### src/rtl/tx_link_scheduler.sv
// tx_link_scheduler: 8b10b TX scheduler framing SKP ordered sets, DLLPs and TLPs into one symbol stream
// Ports: clk_i/rst_i clock and sync active-high reset; tlp_*/dllp_* byte sources with ready handshakes;
// tx_ready_i datapath advance; data_frame_* symbol with K/ordered-set/bypass flags; skp_overrun_o/underrun_o pulses.
module tx_link_scheduler #(
  parameter int DATA_WIDTH   = 8,
  parameter int SKP_INTERVAL = 1180,
  parameter int SKP_COUNT    = 3
) (
  input  logic                  clk_i,
  input  logic                  rst_i,
  input  logic [DATA_WIDTH-1:0] tlp_data_i,
  input  logic                  tlp_valid_i,
  input  logic                  tlp_last_i,
  output logic                  tlp_ready_o,
  input  logic [DATA_WIDTH-1:0] dllp_data_i,
  input  logic                  dllp_valid_i,
  input  logic                  dllp_last_i,
  output logic                  dllp_ready_o,
  input  logic                  tx_ready_i,
  output logic [DATA_WIDTH-1:0] data_frame_o,
  output logic                  data_frame_valid_o,
  output logic                  is_special_k_o,
  output logic                  is_ordered_set_o,
  output logic                  bypass_scrambler_o,
  output logic                  skp_overrun_o,
  output logic                  underrun_o
);
  localparam int CW = $clog2(SKP_INTERVAL);
  localparam logic [DATA_WIDTH-1:0] K_STP = DATA_WIDTH'(8'hFB);
  localparam logic [DATA_WIDTH-1:0] K_SDP = DATA_WIDTH'(8'h5C);
  localparam logic [DATA_WIDTH-1:0] K_END = DATA_WIDTH'(8'hFD);
  localparam logic [DATA_WIDTH-1:0] K_EDB = DATA_WIDTH'(8'hFE);
  localparam logic [DATA_WIDTH-1:0] K_COM = DATA_WIDTH'(8'hBC);
  localparam logic [DATA_WIDTH-1:0] K_SKP = DATA_WIDTH'(8'h1C);
  typedef enum logic [2:0] {S_IDLE, S_SKP, S_DLLP, S_TLP, S_END, S_DRAIN} state_t;
  state_t state_q, state_d;
  logic [CW-1:0] cnt_q, cnt_d;
  logic [2:0] idx_q, idx_d;
  logic pend_q, pend_d, src_q, src_d;
  logic [DATA_WIDTH-1:0] data_q, data_d;
  logic k_q, k_d, os_q, os_d, valid_q, valid_d, ovr_q, ovr_d, und_q, und_d;
  logic expire, cur_valid, cur_last;
  logic [DATA_WIDTH-1:0] cur_data;
  // src_q selects the packet source (1 = DLLP) for the data and drain phases
  assign expire    = cnt_q == CW'(SKP_INTERVAL - 1);
  assign cur_valid = src_q ? dllp_valid_i : tlp_valid_i;
  assign cur_last  = src_q ? dllp_last_i : tlp_last_i;
  assign cur_data  = src_q ? dllp_data_i : tlp_data_i;
  assign tlp_ready_o  = tx_ready_i & ~src_q & ((state_q == S_TLP & tlp_valid_i) | state_q == S_DRAIN);
  assign dllp_ready_o = tx_ready_i & src_q & ((state_q == S_DLLP & dllp_valid_i) | state_q == S_DRAIN);
  assign data_frame_o       = data_q;
  assign data_frame_valid_o = valid_q;
  assign is_special_k_o     = k_q;
  assign bypass_scrambler_o = k_q;
  assign is_ordered_set_o   = os_q;
  assign skp_overrun_o      = ovr_q;
  assign underrun_o         = und_q;
  always_comb begin
    state_d = state_q;
    cnt_d   = cnt_q;
    idx_d   = idx_q;
    pend_d  = pend_q;
    src_d   = src_q;
    data_d  = data_q;
    k_d     = k_q;
    os_d    = os_q;
    valid_d = valid_q;
    ovr_d   = 1'b0;
    und_d   = 1'b0;
    if (tx_ready_i) begin
      cnt_d   = expire ? '0 : cnt_q + CW'(1);
      ovr_d   = expire & pend_q;
      pend_d  = expire | pend_q;
      valid_d = 1'b1;
      data_d  = '0;
      k_d     = 1'b0;
      os_d    = 1'b0;
      case (state_q)
        S_IDLE: begin
          if (pend_q) begin
            {data_d, k_d, os_d} = {K_COM, 2'b11};
            pend_d  = expire;
            idx_d   = '0;
            state_d = S_SKP;
          end else if (dllp_valid_i) begin
            {data_d, k_d, src_d} = {K_SDP, 2'b11};
            state_d = S_DLLP;
          end else if (tlp_valid_i) begin
            {data_d, k_d, src_d} = {K_STP, 2'b10};
            state_d = S_TLP;
          end
        end
        S_SKP: begin
          {data_d, k_d, os_d} = {K_SKP, 2'b11};
          idx_d   = idx_q + 3'd1;
          state_d = idx_q == 3'(SKP_COUNT - 1) ? S_IDLE : S_SKP;
        end
        S_DLLP, S_TLP: begin
          if (cur_valid) begin
            data_d  = cur_data;
            state_d = cur_last ? S_END : state_q;
          end else begin
            {data_d, k_d} = {K_EDB, 1'b1};
            und_d   = 1'b1;
            state_d = S_DRAIN;
          end
        end
        S_END: begin
          {data_d, k_d} = {K_END, 1'b1};
          state_d = S_IDLE;
        end
        S_DRAIN: state_d = cur_valid & cur_last ? S_IDLE : S_DRAIN;
        default: state_d = S_IDLE;
      endcase
    end
  end
  always_ff @(posedge clk_i) begin
    if (rst_i) begin
      state_q <= S_IDLE;
      cnt_q   <= '0;
      idx_q   <= '0;
      pend_q  <= 1'b0;
      src_q   <= 1'b0;
      data_q  <= '0;
      k_q     <= 1'b0;
      os_q    <= 1'b0;
      valid_q <= 1'b0;
      ovr_q   <= 1'b0;
      und_q   <= 1'b0;
    end else begin
      state_q <= state_d;
      cnt_q   <= cnt_d;
      idx_q   <= idx_d;
      pend_q  <= pend_d;
      src_q   <= src_d;
      data_q  <= data_d;
      k_q     <= k_d;
      os_q    <= os_d;
      valid_q <= valid_d;
      ovr_q   <= ovr_d;
      und_q   <= und_d;
    end
  end
endmodule

### config.mk
export PLATFORM = sky130hd
export DESIGN_NAME = tx_link_scheduler
export DESIGN_NICKNAME = d
export VERILOG_FILES = /design/src/rtl/tx_link_scheduler.sv
export SDC_FILE = /design/constraint.sdc
export NUM_CORES = 1
export LEC_CHECK = 0
export ABC_AREA = 1
export BUFFER_PORTS_ARGS = -buffer_cell sky130_fd_sc_hd__clkbuf_2
export CORE_ASPECT_RATIO = 0.7
export CORE_MARGIN = 2
export CORE_UTILIZATION = 30
export DETAILED_ROUTE_END_ITERATION = 7
export PLACE_DENSITY = 0.51
export SLEW_MARGIN = 5
export SYNTH_ARGS = -nofsm -noshare
export SYNTH_HDL_FRONTEND = slang
export SYNTH_SLANG_ARGS = --single-unit
### constraint.sdc
create_clock -name clk_i -period 1.5 [get_ports clk_i]
set_input_delay 0.375 -clock clk_i [delete_from_list [all_inputs] [get_ports clk_i]]
set_output_delay 0.375 -clock clk_i [all_outputs]
set_load 0.005 [all_outputs]
* After elaboration in Yosys (flattened, before gate mapping)
Cells that the tools add are included.
** Storage, ports and cells
- Register bits :: 32
- Output and inout bits :: 16
- Word-level logic and storage cells :: 78
** Cells by class
- Add/sub/neg operators :: 2
- Eq/ne operators :: 10
- Mux-type cells :: 30
- Bitwise operators :: 15
- Reductions and logical operators :: 10
** Operator list (count)
- $mux W8 :: 5
- $pmux W8 S4 :: 1
- $mux W3 :: 7
- $mux W1 :: 12
- $pmux W3 S4 :: 1
- $add A11 B1 Y11 const B :: 1
- $eq A11 B11 Y1 const B :: 1
- $mux W11 :: 1
- $eq A3 B2 Y1 const B :: 3
- $and A1 B1 Y1 :: 8
- $eq A3 B3 Y1 const B :: 2
- $pmux W3 S2 :: 1
- $reduce_and A3 Y1 :: 2
- $reduce_or A2 Y1 :: 3
- $ne A4 B4 Y1 const B :: 1
- $not A1 Y1 :: 4
- $reduce_and A4 Y1 :: 1
- $reduce_bool A2 Y1 :: 2
- $add A3 B1 Y3 const B :: 1
- $eq A3 B1 Y1 const B :: 1
- $logic_not A3 Y1 :: 1
- $ne A3 B3 Y1 const B :: 1
- $or A1 B1 Y1 :: 3
- $pmux W1 S3 :: 1
- other kinds (3) :: 3

* Depth between registers and ports, before layout
- Word-level depth :: 4
- Depth in mapped cells :: 9
- Mapped depth without buffers :: 9

* Worst setup path before layout
OpenSTA, ideal clock, no wires.
- Path kind :: in2out
- Start point :: in tx_ready_i
- End point :: out dllp_ready_o
- Data arrival time :: 997 ps
- Data required time :: 1125 ps
- Path slack :: 128 ps
- Stages :: 4
- Path buffers :: 2
- Cells stage by stage :: buf_2 > inv_2 > buf_2 > nor3_1
** On the way
- Word-level cells in the longest chain between the ends :: 2
** RTL lines
- start: declaration :: RTL line 19 : input logic tx_ready_i,
- $and A1 B1 Y1 (2 in a row) :: RTL line 50 : assign dllp_ready_o = tx_ready_i & src_q & ((state_q == S_DLLP & dllp_valid_i) | state_q == S_DRAIN);
- end: declaration :: RTL line 18 : output logic dllp_ready_o,
Every way passes these cells.

* Final worst setup path
- Start point :: reg state_q[1]
- End point :: out tlp_ready_o
** On the way
- Word-level cells in the longest chain between the ends :: 4
- Elaborated cells between the ends (all ways) :: 5
** RTL lines
- start: declaration :: RTL line 36 : state_t state_q, state_d;
- start signal: assignment :: RTL line 131 : state_q <= state_d;
- $eq A3 B2 Y1 :: RTL line 49 : assign tlp_ready_o = tx_ready_i & ~src_q & ((state_q == S_TLP & tlp_valid_i) | state_q == S_DRAIN);
- $and A1 B1 Y1 :: RTL line 49
- $or A1 B1 Y1 (*) :: RTL line 49
- $and A1 B1 Y1 (*) :: RTL line 49
- end: declaration :: RTL line 14 : output logic tlp_ready_o,
Mark *: on every way between the ends. The rest lies on a longest branch, timed or not.

==> impl_metrics.py <==
metrics = {
    "setup_path": {
        "worst-path-max-fanout": 3,
        "reg2reg_to": "cnt_q[10]",
        "cp-end-kind": "primary output",
        "crit_required_ns": 1.12,
        "worstSetupPathType": "reg -> out",
        "critPathBufInv": 2,
        "rr_startpoint": "cnt_q[0]",
        "path_delay_family": "flip-flops",
        "crit_chain": "inv_2 -> nand2_2 -> nor2_4 -> a31oi_1 -> nor3_1 -> buf_2",
        "r2r_cells": 7,
        "slowest_delay_ns": 0.33,
        "arrival_ns": 1.21,
        "critical_path_cell_count": 6,
        "cp_slowest_cell": "dfxtp_2",
        "r2r_setup_slack_ns": 0.06,
        "start_kind": "register",
    },
    "synth": {
        "syn-instance-count": 263,
        "synth_nets": 289,
        "ys_top_cells_by_area": "dfxtp_1 (38%), nand2_1 (18%), a21oi_1 (7.0%)",
        "synthFlopType": "dfxtp_1",
        "synth_largest_area_cell": "dfxtp_1",
        "async_flop_share_pct": 0,
        "yosys-top-cells-count": "nand2_1 (81), dfxtp_1 (32), nor2_1 (32), a21oi_1 (24), inv_1 (19)",
        "yosysSeqAreaShare_pct": 37.5,
        "synth_top_area_share_pct": 37.5,
        "synthDistinctLibCells": 29,
        "syn_avg_cell_area_um2": 6.49,
        "yosysMostFrequentCell": "nand2_1",
        "yosysWarnings": 0,
        "synth_edf_count": 0,
        "netlist_area_mm2": 0.00171,
        "ys_ff_latch": 32,
    },
    "clocking": {
        "ctsHoldBuffers": 0,
        "ctsLongestPathBuffers": 2,
        "clkSinkCount": 32,
        "root_buffer": "clkbuf_8",
        "insertion_delay_ns": 0.29,
        "cts_max_level": 2,
        "numCtsBuffers": 5,
        "cts_tree": "done",
        "clk_pin_slew_ns": 0.07,
    },
    "finish": {
        "antennaDiodeCount": 0,
        "fillCellCount": 594,
        "layout.cells.non_filler": 389,
        "nets": 342,
        "fin_util_pct": 41.4,
        "area_growth_pct": 30.3,
        "drive_gt1_share_pct": 26.8,
        "design_area_mm2": 0.00222,
    },
    "drt": {
        "viasPerCell": 4.60,
        "drt-pass1-iter-count": 4,
        "top_layer_used": "met4",
        "first_iter_violations": 125,
        "finalWirelength_um": 4450,
        "final_antenna_net_count": 0,
        "dr_wl_met3_um": 214,
        "wl_per_cell_um": 11.4,
        "vias": 1788,
        "drc_errors": 0,
        "wl_met1_um": 2510,
        "dr_wl_met2_um": 1710,
    },
    "timing": {
        "setup_slack_ns": -0.0900,
        "hold_violations": 0,
        "post-route-period-util_pct": 106,
        "slew_violations": 0,
        "final.setup.tns_ns": -0.138,
        "finalClockSkew_ns": 0.00838,
        "tightest_slew_ns": 0.438,
        "rsz0062_at_grt": "yes",
        "setup_viol": 2,
        "slew_headroom_pct": 70.6,
        "min_period_ns": 1.59,
        "clock.fmax_mhz": 629,
    },
    "outcome": {
        "status": "finished with violations",
        "violations": "setup timing",
    },
    "global_routing": {
        "first_global_vias": 1722,
        "grtUsageTotal_pct": 15.5,
        "antenna_found_initial": 0,
        "grt_max_degree": 20,
        "grt_pass1_wl_um": 7600,
        "overflow": 0,
    },
    "floorplanning": {
        "die_y_um": 67.1,
        "die_w_um": 94.2,
        "rows": 22,
        "start_util_pct": 31.8,
        "io_pins": 39,
        "die_area_mm2": 0.00632,
        "core_area_mm2": 0.00537,
    },
    "run": {
        "cap_violations": 0,
    },
    "hold_path": {
        "min_path_type": "in -> reg",
        "hp-start": "rst_i",
        "hold_depth": 4,
        "holdPathEnd": "cnt_q[1]",
    },
    "placed_design": {
        "routabilityCongestion": 0.838,
        "port_buffers": 38,
        "place_ws_ns": 0.0593,
        "hpwl_um": 3470,
        "dp.cells": 378,
        "placed_area_mm2": 0.00205,
    },
    "power": {
        "vdd_drop_max_v": 0.000779,
        "powerDensity_mw_per_mm2": 997,
        "power_leakage_nw": 1.07,
    },
}
[repair_timing]
action,CTS,global route
pin swaps,2,1
setup endpoints to repair,2,9
resized for setup,9,6
setup buffers,2,1
[metal layers]
| layer | up-vias | GRT usage [%] |
|---|---|---|
| met3 | 2 | 4.52 |
| met2 | 38 | 22.8 |
| met1 | 796 | 22.1 |
| met4 | 0 | 4.35 |
| met5 | - | 0 |
| li1 | 952 | - |
[tightest hold or removal path, cell delays in order]
cell and delay [ns]:
clkbuf_2 0.09, inv_1 0.07, o21ai_0 0.08, nor3b_1 0.05
[state kept, by name (all words and copies together), names as in the netlist]
register and cells:
cnt_q 11, state_q 3, idx_q 3, is_ordered_set_o 1, bypass_scrambler_o 1, data_frame_o 8
skp_overrun_o 1, underrun_o 1, src_q 1, pend_q 1, data_frame_valid_o 1
[where the power goes]
part / leakage (nW) / internal (mW) / total [mW] / switching [mW]
combinational: 0.756 / 0.182 / 0.435 / 0.253
clock: 0.0548 / 0.500 / 0.849 / 0.349
sequential: 0.263 / 0.897 / 0.933 / 0.0364
total: 1.07 / 1.58 / 2.22 / 0.639
[layout by cell type, fill, tap and decap left out, types with 6 or more instances in the layout]
cell type	instances
dfxtp_1	29
nor2_1	31
a21oi_1	23
clkbuf_2	36
o21ai_0	8
nand3_1	14
nand2_1	78
nor3_1	7
buf_4	16
o21ai_1	6
inv_2	6
inv_1	19
[per-stage QoR]
step | hold slack, ns | power, mW
global placement | 0.439 | 1.36
finish | 0.426 | 2.22
floorplan | 0.447 | 1.20
detailed placement | 0.446 | 1.36
CTS | 0.410 | 2.24
global route | 0.467 | 2.34
[worst max-delay path by stage]
| stage | end | from | slack [ns] |
|---|---|---|---|
| 6_report | tlp_ready_o | state_q[1] | -0.09 |
| 5_1_grt | tlp_ready_o | state_q[1] | -0.21 |
| 4_1_cts | tlp_ready_o | state_q[1] | -0.12 |
| 3_5_place_dp | data_frame_o[3] | state_q[2] | 0.06 |
| 3_3_place_gp | tlp_ready_o | state_q[2] | 0.06 |
| 2_1_floorplan | dllp_ready_o | tx_ready_i | 0.13 |
[cell families (layout without fill, tap and decap cells)]
logic type	count (synthesis)	count (layout)	synth area share, %
xor+xnor	3	3	1.54
fa+ha+maj	3	3	2.20
simple gates	152	152	39.0
flops	32	32	37.5
buf+inv	33	87	7.84
compound gates	40	40	11.9
[layout make-up]
| type | count | area, um^2 | share of cell area (%) |
|---|---|---|---|
| clock buffer | 5 | 68.8 | 3.09 |
| clock inverter | 3 | 46.3 | 2.08 |
| inverter | 25 | 93.8 | 4.22 |
| multi-input combinational | 198 | 968 | 43.5 |
| sequential | 32 | 647 | 29.1 |
| tap | 72 | 90.1 | 4.05 |
| timing repair buffer | 54 | 310 | 13.9 |
Note: power is estimated with default switching activity, not from simulation.
